**src/rtl/ret_stack.sv**
```systemverilog
// Return-address stack (LIFO) for call/return flow. Pops feed the program
// counter through a registered address and a one-cycle load strobe.
module ret_stack #(
  parameter int WIDTH = 16,
  parameter int DEPTH = 8,
  parameter int PTR_W = 3
) (
  input  logic             clk,
  input  logic             reset,
  input  logic             push,
  input  logic             pop,
  input  logic [WIDTH-1:0] push_addr,
  output logic [WIDTH-1:0] top,
  output logic [WIDTH-1:0] pc_in,
  output logic             pc_load,
  output logic [PTR_W:0]   count,
  output logic             empty,
  output logic             full,
  output logic             overflow,
  output logic             underflow
);

  localparam logic [PTR_W:0] L_DEPTH = (PTR_W + 1)'(DEPTH);
  localparam logic [PTR_W:0] L_ONE   = (PTR_W + 1)'(1);

  logic [WIDTH-1:0] r_mem [DEPTH];
  logic [PTR_W:0]   r_count;
  logic [WIDTH-1:0] r_pc_in;
  logic             r_pc_load;
  logic             r_overflow;
  logic             r_underflow;

  logic             w_empty;
  logic             w_full;
  logic [PTR_W-1:0] w_top_idx;
  logic             w_pop_ok;
  logic             w_push_ok;
  logic             w_wr_en;
  logic [PTR_W-1:0] w_wr_idx;

  // When full the low PTR_W bits of count are zero, so count-1 wraps to the
  // last slot, which is exactly the top entry.
  assign w_empty   = (r_count == '0);
  assign w_full    = (r_count == L_DEPTH);
  assign w_top_idx = r_count[PTR_W-1:0] - PTR_W'(1);

  // A push alongside an accepted pop replaces the top; otherwise it needs room.
  assign w_pop_ok  = pop & ~w_empty;
  assign w_push_ok = push & ~w_pop_ok & ~w_full;
  assign w_wr_en   = ~reset & push & (w_pop_ok | ~w_full);
  assign w_wr_idx  = w_pop_ok ? w_top_idx : r_count[PTR_W-1:0];

  // NOTE: storage has no reset; entries above count are never observed, so
  // clearing them would only cost reset fan-out.
  always_ff @(posedge clk) begin
    if (w_wr_en) begin
      r_mem[w_wr_idx] <= push_addr;
    end
  end

  always_ff @(posedge clk) begin
    if (reset) begin
      r_count     <= '0;
      r_pc_in     <= '0;
      r_pc_load   <= 1'b0;
      r_overflow  <= 1'b0;
      r_underflow <= 1'b0;
    end else begin
      r_pc_load <= w_pop_ok;
      if (w_pop_ok) begin
        r_pc_in <= r_mem[w_top_idx];
      end
      if (w_pop_ok && !push) begin
        r_count <= r_count - L_ONE;
      end else if (w_push_ok) begin
        r_count <= r_count + L_ONE;
      end
      if (push && w_full && !w_pop_ok) begin
        r_overflow <= 1'b1;
      end
      if (pop && w_empty) begin
        r_underflow <= 1'b1;
      end
    end
  end

  assign top       = w_empty ? '0 : r_mem[w_top_idx];
  assign pc_in     = r_pc_in;
  assign pc_load   = r_pc_load;
  assign count     = r_count;
  assign empty     = w_empty;
  assign full      = w_full;
  assign overflow  = r_overflow;
  assign underflow = r_underflow;

endmodule

```
**config.mk**
```make
export PLATFORM = sky130hd
export DESIGN_NAME = ret_stack
export DESIGN_NICKNAME = d
export VERILOG_FILES = /design/src/rtl/ret_stack.sv
export SDC_FILE = /design/constraint.sdc
export NUM_CORES = 1
export LEC_CHECK = 0
export ABC_AREA = 1
export ABC_CLOCK_PERIOD_IN_PS = 2700
export BUFFER_PORTS_ARGS = -buffer_cell sky130_fd_sc_hd__buf_2
export CAP_MARGIN = 10
export CELL_PAD_IN_SITES_DETAIL_PLACEMENT = 1
export CELL_PAD_IN_SITES_GLOBAL_PLACEMENT = 1
export CORE_UTILIZATION = 25
export DETAILED_ROUTE_END_ITERATION = 10
export PLACE_DENSITY = 0.59
export SLEW_MARGIN = 25
export SYNTH_ARGS = -nofsm -noshare
export SYNTH_HDL_FRONTEND = slang
export SYNTH_SLANG_ARGS = --single-unit
```
**constraint.sdc**
```tcl
create_clock -name clk -period 2.7 [get_ports clk]
set_clock_uncertainty 0.1 [all_clocks]
set_input_delay 0.27 -clock clk [delete_from_list [all_inputs] [get_ports clk]]
set_output_delay 0.27 -clock clk [all_outputs]
set_load 0.03 [all_outputs]
```
After elaboration in Yosys (flattened, before gate mapping)
Memories as Yosys holds them, arrays and structs flattened.
Index checks and enable logic that the tools add are counted.
{"block": "totals", "reg_bits": 23, "ram_bits": 128, "input_bits": 20, "wordCells": 34, "memories": 1}
{"block": "classes", "n_addsub": 3, "eq_ne": 1, "muxes": 6, "bitwise": 10, "reduce_logical": 8}
{"memory": "r_mem", "words": 8, "word_bits": 16, "rd": 1, "rd_clocked_by_memory_dff": 0, "wr": 1, "line_no": "26", "text": "logic [WIDTH-1:0] r_mem [DEPTH];"}
{"op": "$mux 16", "n": 1}
{"op": "$mux 4", "n": 2}
{"op": "$and 1x1->1", "n": 5}
{"op": "$add 4x1->4 const B", "n": 1}
{"op": "$eq 4x4->1 const B", "n": 1}
{"op": "$logic_and 1x1->1", "n": 4}
{"op": "$logic_not 4->1", "n": 1}
{"op": "$not 1->1", "n": 4}
{"op": "$sub 4x1->4 const B", "n": 1}
{"op": "$mux 3", "n": 1}
{"op": "$sub 3x1->3 const B", "n": 1}
{"op": "$logic_not 1->1", "n": 2}
{"op": "$mux 1", "n": 2}
{"op": "$reduce_bool 2->1", "n": 1}
{"op": "$or 1x1->1", "n": 1}

Logic depth before layout (Yosys ltp)
Gate-level depths: netlist of the first run.
{"block": "depth", "ltp_word": 8, "depth_mapped": 15, "depth_no_buf": 13}

Least setup slack after synthesis of the first run
OpenSTA, ideal clock, no wires.
{"block": "synth_timing", "path_kind": "flip-flop to flip-flop", "startpoint": "reg r_count[0] (netlist: count[0])", "endpoint": "mem r_mem[6][0] (enable)", "setup_time_ps": 388, "arrival_time_ps": 2610, "slack_ps": -399, "path_stages_with_launch": 10, "period_less_slack_ps": 3099, "path_cell_list": "dfxtp_1 > inv_2 > buf_4 > buf_4 > ha_1 > buf_4 > clkbuf_1 > o21ai_2 > nand2_1 > nor2_1"}
{"block": "synth_between", "elab_cells_between_ends": 11, "cone_classes": "add/sub: 1; eq/ne: 1; mux: 3; bitwise: 5; reduce/logical: 1"}
{"item": "from (decl)", "line_no": "27", "text": "logic [PTR_W:0] r_count;"}
{"item": "from (signal assigned)", "line_no": "74", "text": "r_count <= r_count - L_ONE;"}
{"item": "from (signal assigned)", "line_no": "76", "text": "r_count <= r_count + L_ONE;"}
{"item": "$sub 3x1->3", "line_no": "45", "text": "assign w_top_idx = r_count[PTR_W-1:0] - PTR_W'(1);"}
{"item": "net w_top_idx[0]", "line_no": "35", "text": "logic [PTR_W-1:0] w_top_idx;"}
{"item": "$mux 3", "line_no": "51", "text": "assign w_wr_idx = w_pop_ok ? w_top_idx : r_count[PTR_W-1:0];"}
{"item": "to (decl)", "line_no": "26"}
The timed path passes the listed nets, and every way through them passes these cells.

Worst setup path in the final report of the first run
{"block": "layout_timing", "startpoint": "reg r_count[1] (netlist: count[1])", "endpoint": "out top[15]"}
{"block": "layout_between", "elab_chain_cells": 3, "elab_cells_between_ends": 4, "cone_classes": "add/sub: 1; mux: 1; reduce/logical: 1; memory: 1"}
{"item": "$sub 3x1->3", "line_no": "45"}
{"item": "$mem_v2 8x16"}
{"item": "$mux 16 *", "line_no": "87", "text": "assign top = w_empty ? '0 : r_mem[w_top_idx];"}
{"item": "to (decl)", "line_no": "13", "text": "output logic [WIDTH-1:0] top,"}
Every way passes the cells marked *; elsewhere a longest branch is shown, timed or not.

==> results of run 1 <==
==> critical path, cell delays in order (launching register included) <==
cell and delay, ns:
dfxtp_1 0.31, inv_1 0.13, ha_4 0.26, clkbuf_16 0.23, o32ai_1 0.33, o21ai_1 0.20
nor2_1 0.12, buf_2 0.20
==> report_power, final <==
group          switching, mW  leakage (nW)  internal [mW]
combinational           2.93          1.02           1.24
sequential             0.117          1.35           2.85
clock                  0.871         0.281           1.43
==> cells by family after synthesis <==
| logic type | synth area share |
|---|---|
| simple gates | 0.121 |
| fa+ha+maj | 0.00409 |
| buf+inv | 0.0423 |
| xor+xnor | 0.00696 |
| compound gates | 0.122 |
| flops | 0.704 |
==> metal layers <==
layer | up-vias | global-route usage | routed length [um]
met5 | - | 0 | 11
met2 | 85 | 0.224 | 7750
met3 | 13 | 0.0425 | 870
met1 | 2041 | 0.152 | 7220
met4 | 2 | 0.0398 | 110
li1 | 1965 | - | -
==> stage by stage <==
| stage | setup slack, ns | TNS (ns) | power [mW] | hold slack [ns] | area (um^2) |
|---|---|---|---|---|---|
| floorplan | -0.163 | -20.55 | 5.80 | 0.242 | 6150 |
| global route | 0.00905 | 0 | 9.96 | 0.0248 | 7490 |
| global placement | 0.448 | 0 | 6.89 | 0.336 | 6830 |
| detailed placement | 0.382 | 0 | 7.00 | 0.352 | 6830 |
| finish | 0.136 | 0 | 9.44 | 0.0228 | 7500 |
| CTS | -0.00334 | -0.00334 | 9.36 | 0.00518 | 7430 |
==> final cells by class <==
cell class,count,area (um^2),share of cell area
timing repair buffer,81,531,0.0707
clock buffer,20,437,0.0582
multi-input combinational,303,1610,0.215
sequential,151,4310,0.574
tap,319,399,0.0532
inverter,20,75.1,0.0100
clock inverter,12,134,0.0178
antenna,3,7.51,0.00100
==> placed cells by master (no fill, tap or decap), drive strengths merged, types with 3 or more instances in the layout <==
| cell | instances |
|---|---|
| nand2 | 21 |
| dfxtp | 23 |
| buf | 77 |
| clkbuf | 23 |
| edfxtp | 128 |
| diode | 3 |
| o21ai | 85 |
| inv | 19 |
| clkinv | 10 |
| a21oi | 4 |
| bufinv | 3 |
| o32ai | 16 |
| o211ai | 16 |
| nor2 | 127 |
| nand3 | 21 |
==> sequential cells by signal (all words and copies together), names as in the netlist <==
name	cells
underflow	1
pc_in	16
count	4
r_mem	128
pc_load	1
overflow	1
==> how the worst max path moves through the flow <==
stage	slack [ns]	from	to
2_1_floorplan	-0.16	count[0]	r_mem[6][0]
3_3_place_gp	0.45	count[1]	top[9]
3_5_place_dp	0.38	count[0]	r_mem[3][9]
4_1_cts	-0.003	count[1]	top[9]
5_1_grt	0.009	count[0]	top[4]
6_report	0.14	count[1]	top[15]
==> repair_timing <==
item	in CTS	in global routing
pin swaps	0	1
endpoints found under the setup margin	7	16
gates resized for setup	5	3
hold endpoints to repair	1	0
hold buffers	1	0
cloned	0	2
==> results by group, run 1 <==
STA
  • Slew Viols, Final: 0
  • Max_slew headroom: 0.568
  • Unrepaired setup endpoints after global routing: no
  • Fin crit period: 2.56 ns
  • Fmax: 0.390 GHz
  • Final Hold Vio Count: 0
  • Least-Margin Pin Slew: 0.648 ns
  • Period utilization: 0.950
  • Setup-failing EPs final: 0

Clocking
  • Post-CTS setup buffers: 0
  • Clock transition at path regs: 0.06 ns
  • CTS tree: done
  • Num CTS Buffers: 17
  • CTS max path bufs: 2
  • CTS H-tree lvls: 4
  • CTS root buf: clkbuf_16
  • Clock sinks: 151
  • Clk_lat worst skew: 0.42 ns

Place
  • Port Buffers: 60
  • Dpl cells: 871
  • Placed wire-length estimate: 9.76 mm
  • Final GP Congestion: 0.744

Cells and area
  • Area delta synth->final: 22.7%
  • Nets: 596
  • Utilization after layout: 0.316
  • Fill count: 2572
  • Layout cells sized above 1: 0.249
  • Non-filler instance count after layout: 909

Critical path
  • FF-to-FF End: r_mem[3][6]
  • Critical path fanouts, max: 32
  • FF-to-FF Start: count[2]
  • Worst Path Arrival: 2.19 ns
  • Worst setup SP type: register
  • Flop2flop setup slack: 0.47 ns
  • Kind of critical path: register to output port
  • Critical Path End Type: output port
  • Worst Path Required: 2.33 ns
  • R2R cell count: 7

Die
  • Standard-cell row count: 56
  • Initial Util: 0.257
  • Die Wd: 158 um
  • Chip height: 158 um
  • Core box area: 23800 um^2
  • Die area: 25100 um^2
  • I/O Pins: 61

Power and ir drop
  • P_leak: 2.65 nW
  • PwrDens: 1260 nW/um^2
  • VDD IR max: 0.527 mV

Global routing
  • Largest net degree at the start of global routing: 70
  • Overall global routing resource usage: 0.129
  • Vias in the first global route: 4189
  • Initial antenna violation count: 4
  • Total gr overflow: 0
  • Global-route wire length before repair: 23.8 mm

Synthesis
  • Synthesized flop and latch total: 151
  • Top_reg_cell synth: edfxtp_1
  • Seq/Total Area, Yosys: 0.704
  • Top cell type by total area after synthesis: edfxtp_1
  • Synthesized Nets: 526
  • Synth area leaders: edfxtp_1, nor2_1, dfxtp_1, o21ai_0, o21ai_1
  • Mapped Avg Cell Area: 12.1 um^2
  • Synth top area share: 0.628
  • Synthesis Warnings: 0
  • Asr flop ratio synth: 0
  • Synthesized cell area: 6120 um^2
  • Number of synthesized flops with an enable pin: 128
  • Post-synth top cells: edfxtp_1, nor2_1, o21ai_0
  • Cell variety after synth: 34
  • Most common cell in the netlist: edfxtp_1
  • Synth Instances: 504

Run
  • Max-Cap Viols: 0

Min path
  • Worst hold path class: primary input to register
  • Hold path depth: 1
  • Start point of the worst hold path: push_addr[12]
  • Worst Hold End: r_mem[7][12]

Run status
  • Run status: complete, no violations

Route
  • Vias/cell: 4.52
  • Routed Antenna Nets: 0
  • First DRT Iteration DRCs: 275
  • Vias: 4106
  • Detailed-route wire length: 16.0 mm
  • Wire per inst: 17.6 um
  • Pre-antenna DRT Iters: 4
  • Post-route DRC: 0
No activity file was read; power rests on OpenSTA's default activity.
==> run 2, diff against run 1 <==
--- a/config.mk
+++ b/config.mk
@@ -16,2 +16,3 @@
 export PLACE_DENSITY = 0.59
+export RECOVER_POWER = 100
 export SLEW_MARGIN = 25
==> constraint.sdc (replaced) <==
create_clock -name clk -period 2.7 [get_ports clk]
set_clock_uncertainty 0.1 [all_clocks]
set_input_delay 0 -clock clk [delete_from_list [all_inputs] [get_ports clk]]
set_output_delay 0 -clock clk [all_outputs]
set_load 0.03 [all_outputs]
==> run 2 against run 1 <==
First-iteration DRC count grew 19%. Maximum frequency down 3.9%. Via count increased by 2.0%. Final cell count rose by 0.99%. Total power shrank 2.8%. Clock power rose by 3%. Critical path depth is the same. Sequential share of layout area is 0.31 points lower. Worst hold slack improved by 0.30 ns. Register-to-register slack got worse by 0.17 ns. Non-clock buffer count increased by 12. Combinational power down 8.4%. Critical endpoint is now top[6]. Largest cell class unchanged.
==> results by group, run 2 (synthesized netlist as in run 1, its figures left out) <==
Run status
  • Run status: complete, no violations (unchanged)

Critical path
  • Worst setup SP type: register (unchanged)
  • Critical Path End Type: output port (unchanged)
  • Critical path fanouts, max: 65 (was 32)
  • Critical Path Source: count[1] (unchanged)
  • Worst Path Arrival: 2.57 ns (was 2.19 ns)
  • Kind of critical path: register to output port (unchanged)
  • FF-to-FF Start: count[1] (was count[2])
  • Worst Path Required: 2.60 ns (was 2.33 ns)

Min path
  • Start point of the worst hold path: reset (was push_addr[12])
  • Worst hold path class: primary input to register (unchanged)

Die
  • I/O Pins: 61 (unchanged)
  • Standard-cell row count: 56 (unchanged)
  • Die Wd: 158 um (unchanged)
  • Initial Util: 0.257 (unchanged)
  • Chip height: 158 um (unchanged)
  • Core box area: 23800 um^2 (unchanged)
  • Die area: 25100 um^2 (unchanged)

Power and ir drop
  • VDD IR max: 0.544 mV (was 0.527 mV)
  • P_leak: 2.55 nW (was 2.65 nW)
  • PwrDens: 1220 nW/um^2 (was 1260 nW/um^2)
  • Power Total: 9.18 mW (was 9.44 mW)

Place
  • Final GP Congestion: 0.794 (was 0.744)
  • Port Buffers: 60 (unchanged)
  • Placed wire-length estimate: 10.1 mm (was 9.76 mm)

Global routing
  • Largest net degree at the start of global routing: 70 (unchanged)
  • Initial antenna violation count: 0 (was 4)
  • Overall global routing resource usage: 0.128 (was 0.129)
  • Total gr overflow: 0 (unchanged)
  • Global-route wire length before repair: 23.7 mm (was 23.8 mm)
  • Vias in the first global route: 4327 (was 4189)

Route
  • Met3 Wirelength: 548 um (was 870 um)
  • Vias: 4190 (was 4106)
  • Wl on met1: 7.51 mm (was 7.22 mm)
  • Pre-antenna DRT Iters: 4 (unchanged)
  • Routed Antenna Nets: 0 (unchanged)
  • Wire per inst: 16.7 um (was 17.6 um)
  • Detailed-route wire length: 15.3 mm (was 16.0 mm)
  • Met2 wire len: 7.14 mm (was 7.75 mm)
  • Post-route DRC: 0 (unchanged)
  • Uppermost layer routed: met4 (was met5)
  • First DRT Iteration DRCs: 328 (was 275)
  • Vias/cell: 4.56 (was 4.52)

Cells and area
  • Multi-input gate area: 1590 um^2 (was 1610 um^2)
  • Nets: 608 (was 596)
  • Sequential cell area: 4310 um^2 (unchanged)
  • Fill count: 2599 (was 2572)
  • N_diodes: 0 (was 3)
  • Layout cells sized above 1: 0.165 (was 0.249)
  • Commonest non-fill, non-tap cells in the layout: edfxtp_1, nor2_1, o21ai_0, clkbuf_1, o21ai_1 (was edfxtp_1, nor2_1, buf_2, o21ai_0, o21ai_1)
  • Largest register by flop count: r_mem (unchanged)
  • Most common cell after layout, fill and taps aside: edfxtp_1 (unchanged)
  • Max FFs per register: 128 (unchanged)
  • Utilization after layout: 0.318 (was 0.316)
  • Area delta synth->final: 23.3% (was 22.7%)

STA
  • Final Hold Vio Count: 0 (unchanged)
  • Slew Viols, Final: 0 (unchanged)
  • Max_slew headroom: 0.587 (was 0.568)
  • Fmax: 0.375 GHz (was 0.390 GHz)
  • Setup-failing EPs final: 0 (unchanged)
  • Unrepaired setup endpoints after global routing: yes (was no)
  • Fin crit period: 2.67 ns (was 2.56 ns)
  • Period utilization: 0.988 (was 0.950)
  • Least-Margin Pin Slew: 0.619 ns (was 0.648 ns)

Run
  • Max-Cap Viols: 0 (unchanged)

Clocking
  • CTS H-tree lvls: 4 (unchanged)
  • Clock sinks: 151 (unchanged)
  • Num CTS Buffers: 17 (unchanged)
  • CTS max path bufs: 2 (unchanged)
  • Post-CTS setup buffers: 0 (unchanged)
  • Clk_lat worst skew: 0.42 ns (about the same)
  • Clock transition at path regs: 0.06 ns (about the same)
  • CTS tree: done (unchanged)
  • CTS root buf: clkbuf_16 (unchanged)
## run 2: changes by cell type in the layout (fill, tap and decap cells not counted), moves of 5 or more
| cell | delta |
|---|---|
| buf_2 | -38 |
| nor2_1 | +7 |
| inv_6 | +7 |
| buf_4 | -5 |
| dlygate4sd3_1 | +20 |
| nor2_2 | -7 |
| clkbuf_1 | +35 |
## run 2: area by class of cell
cell class                 count  area share
multi-input combinational    303       0.211
timing repair buffer          93      0.0771
tap                          319      0.0529
clock inverter                15      0.0219
sequential                   151       0.571
inverter                      20     0.00995
clock buffer                  17      0.0564
## run 2: worst paths after layout
kind | endpoint | slack [ns] | cells after the start
hold / removal | count[1] | 0.32 | 3
hold reg to reg | underflow | 0.36 | 1
setup reg to reg | r_mem[5][12] | 0.30 | 8
setup / recovery | top[6] | 0.03 | 7
## run 2: what timing repair did
item	4_1_cts	5_1_grt
hold buffers	21	0
resized for setup	0	5
setup endpoints to repair	0	10
hold endpoints to repair	135	0
## run 2: critical path, cell delays in order, from the launching register on
cell and delay [ns]:
dfxtp_1 0.40, inv_1 0.11, ha_1 0.32, buf_12 0.22, o32ai_1 0.59, o21ai_1 0.16, nor2_1 0.11, buf_2 0.22
## run 2: power by group
part           switching [mW]  internal, mW
logic                    2.79          1.03
registers               0.129          2.85
clock network           0.993          1.38
## run 2: metal layers
metal | vias to the layer above | track usage
met4 | 0 | 0.0398
met2 | 90 | 0.209
li1 | 1977 | -
met5 | - | 0
met3 | 13 | 0.0256
met1 | 2110 | 0.169
## run 2: metrics by stage
step / hold WS, ns / setup TNS [ns] / cell area [um^2] / std cells / worst slack (ns)
after global routing: 0.362 / -0.181 / 7540 / 918 / -0.0447
final: 0.324 / 0 / 7540 / 918 / 0.0322
after detailed placement: 0.197 / 0 / 6770 / 865 / 0.307
after CTS: 0.313 / 0 / 7570 / 918 / 0.0577
after floorplan: -0.0279 / -19.28 / 6140 / 504 / -0.163
after global placement: 0.204 / 0 / 6770 / 865 / 0.342
==> run 3, diff against run 2 <==
- PLACE_DENSITY: 0.59 -> default
- PLACE_DENSITY_LB_ADDON: default -> 0.1
- RECOVER_POWER: 100 -> 25
- TNS_END_PERCENT: default -> 10
==> run 3 against run 2 <==
Non-clock buffer count increased by 2. Worst setup slack gained 0.12 ns. Final cell count is 0.22% higher. First-iteration DRC count down 40%. Maximum frequency up 4.5%. Routed wire length grew 8.2%. Combinational power grew 5.8%. Sequential power hardly changed. Register-to-register slack gained 0.14 ns. Cell area is 0.66% higher. Critical path type unchanged. Largest power group unchanged.
==> results by group, run 3 (synthesized netlist as in run 1, its figures left out) <==
Clocking
  • Post-CTS setup buffers: 0 (unchanged)
  • CTS tree: done (unchanged)
  • Clock sinks: 151 (unchanged)
  • Num CTS Buffers: 17 (unchanged)
  • CTS H-tree lvls: 4 (unchanged)
  • CTS root buf: clkbuf_16 (unchanged)
  • CTS max path bufs: 2 (unchanged)
  • Clk_lat worst skew: 0.42 ns (about the same)
  • Clock transition at path regs: 0.07 ns (was 0.06 ns)

Power and ir drop
  • VDD IR max: 0.469 mV (was 0.544 mV)
  • Clock power share: 0.234 (was 0.259)
  • PwrDens: 1210 nW/um^2 (was 1220 nW/um^2)
  • Sw Share: 0.431 (was 0.426)
  • Combinational power share: 0.441 (was 0.416)
  • Part of the power in registers: 0.325 (about the same)
  • P_leak: 2.65 nW (was 2.55 nW)
  • Internal power: 5.21 mW (was 5.26 mW)
  • Psw: 3.94 mW (was 3.91 mW)

Global routing
  • Total gr overflow: 0 (unchanged)
  • Vias in the first global route: 4221 (was 4327)
  • Overall global routing resource usage: 0.140 (was 0.128)
  • Largest net degree at the start of global routing: 70 (unchanged)
  • Initial antenna violation count: 0 (unchanged)
  • Global-route wire length before repair: 25.4 mm (was 23.7 mm)

Cells and area
  • Sequential cell area: 4310 um^2 (about the same)
  • Multi-input gate area: 1630 um^2 (was 1590 um^2)
  • Largest register by flop count: r_mem (unchanged)
  • Commonest non-fill, non-tap cells in the layout: edfxtp_1, nor2_1, buf_2, o21ai_0, o21ai_1 (was edfxtp_1, nor2_1, o21ai_0, clkbuf_1, o21ai_1)
  • N_diodes: 0 (unchanged)
  • Area delta synth->final: 24.2% (was 23.3%)
  • Most common cell after layout, fill and taps aside: edfxtp_1 (unchanged)
  • Max FFs per register: 128 (unchanged)
  • Layout cells sized above 1: 0.221 (was 0.165)
  • Nets: 610 (was 608)
  • Fill count: 2615 (was 2599)

STA
  • Fmax: 0.392 GHz (was 0.375 GHz)
  • Least-Margin Pin Slew: 0.703 ns (was 0.619 ns)
  • Final Hold Vio Count: 0 (unchanged)
  • Final WS setup: 0.148 ns (was 0.0322 ns)
  • Fin crit period: 2.55 ns (was 2.67 ns)
  • Setup-failing EPs final: 0 (unchanged)
  • Period utilization: 0.945 (was 0.988)
  • Unrepaired setup endpoints after global routing: no (was yes)
  • Worst hold slack: 0.335 ns (was 0.324 ns)
  • Slew Viols, Final: 0 (unchanged)
  • Max_slew headroom: 0.531 (was 0.587)

Critical path
  • Critical path fanouts, max: 27 (was 65)
  • Worst Path Arrival: 2.45 ns (was 2.57 ns)
  • Worst Path Required: 2.60 ns (about the same)
  • Critical Path Source: count[1] (unchanged)
  • Slowest CP cell: o32ai_1 (unchanged)
  • Worst setup SP type: register (unchanged)
  • Crit-path max cell delay: 0.50 ns (was 0.59 ns)
  • FF-to-FF Start: count[1] (unchanged)
  • Critical Path End Type: output port (unchanged)
  • Crit-path cells: inv_1 -> ha_4 -> buf_12 -> o32ai_1 -> o21ai_1 -> nor2_1 -> buf_2 (was inv_1 -> ha_1 -> buf_12 -> o32ai_1 -> o21ai_1 -> nor2_1 -> buf_2)
  • Kind of critical path: register to output port (unchanged)

Route
  • First DRT Iteration DRCs: 197 (was 328)
  • Vias/cell: 4.51 (was 4.56)
  • Routed Antenna Nets: 0 (unchanged)
  • Detailed-route wire length: 16.6 mm (was 15.3 mm)
  • Post-route DRC: 0 (unchanged)
  • Pre-antenna DRT Iters: 4 (unchanged)
  • Wire per inst: 18.1 um (was 16.7 um)
  • Vias: 4150 (was 4190)

Die
  • I/O Pins: 61 (unchanged)
  • Initial Util: 0.257 (unchanged)
  • Die area: 25100 um^2 (unchanged)
  • Die Wd: 158 um (unchanged)
  • Core box area: 23800 um^2 (unchanged)
  • Chip height: 158 um (unchanged)
  • Standard-cell row count: 56 (unchanged)

Min path
  • Worst hold path class: primary input to register (unchanged)
  • Start point of the worst hold path: reset (unchanged)

Place
  • Port Buffers: 60 (unchanged)
  • Placed wire-length estimate: 11.0 mm (was 10.1 mm)
  • Post-place setup slack: 0.361 ns (was 0.307 ns)
  • Final GP Congestion: 0.742 (was 0.794)

Run
  • Max-Cap Viols: 0 (unchanged)

Run status
  • Run status: complete, no violations (unchanged)
run 3: critical path, delay by kind of cell, from the launching register on:
family / cells / cell delay [ns]
AOI/OAI and AO/OA: 2 / 0.73
buffers and inverters: 3 / 0.49
DFF: 1 / 0.37
adders and majority gates: 1 / 0.27
and+or+nand+nor: 1 / 0.14
run 3: layout make-up:
type,instances,share of cell area
flip-flops and latches,151,0.567
multi-input cells,303,0.215
repair buffers,95,0.0857
clock buffers,18,0.0565
well taps,319,0.0526
clock inverters,14,0.0135
inverters,20,0.00989
run 3: metrics by stage:
step	utilization	instance area, um^2	total power, mW	TNS (ns)	std cells
after global placement	0.287	6830	6.97	0	869
after floorplan	-	6140	5.74	-19.28	504
after detailed placement	0.287	6830	7.03	0	869
final	0.320	7590	9.16	0	920
after CTS	0.319	7580	9.26	0	920
after global routing	0.320	7590	9.76	0	920
run 3: metal layers:
| layer | share of wire | GRT usage | vias to the layer above | wire, um |
|---|---|---|---|---|
| met5 | 0 | 0 | - | 0 |
| li1 | - | - | 1984 | - |
| met4 | 0.0072 | 0.0412 | 0 | 120 |
| met2 | 0.45 | 0.217 | 68 | 7520 |
| met1 | 0.52 | 0.196 | 2090 | 8590 |
| met3 | 0.023 | 0.0275 | 8 | 385 |
run 3: what timing repair did:
action	CTS	global route
hold endpoints to repair	139	0
resized for setup	4	5
endpoints found under the setup margin	4	10
hold buffers	19	0
run 3: power groups by stage:
stage               clock [mW]  sequential, mW  combinational [mW]
floorplan                    0            3.28                2.46
global placement             0            3.01                3.96
detailed placement           0            3.03                4.01
CTS                       2.21            2.98                4.08
global route              2.30            3.01                4.45
finish                    2.15            2.97                4.04
run 3: path summary, 6_finish.rpt:
check	end	slack (ns)	depth (start not counted)
min reg2reg	overflow	0.36	2
max reg2reg	r_mem[6][8]	0.44	8
min	count[1]	0.34	3
max	top[9]	0.15	7
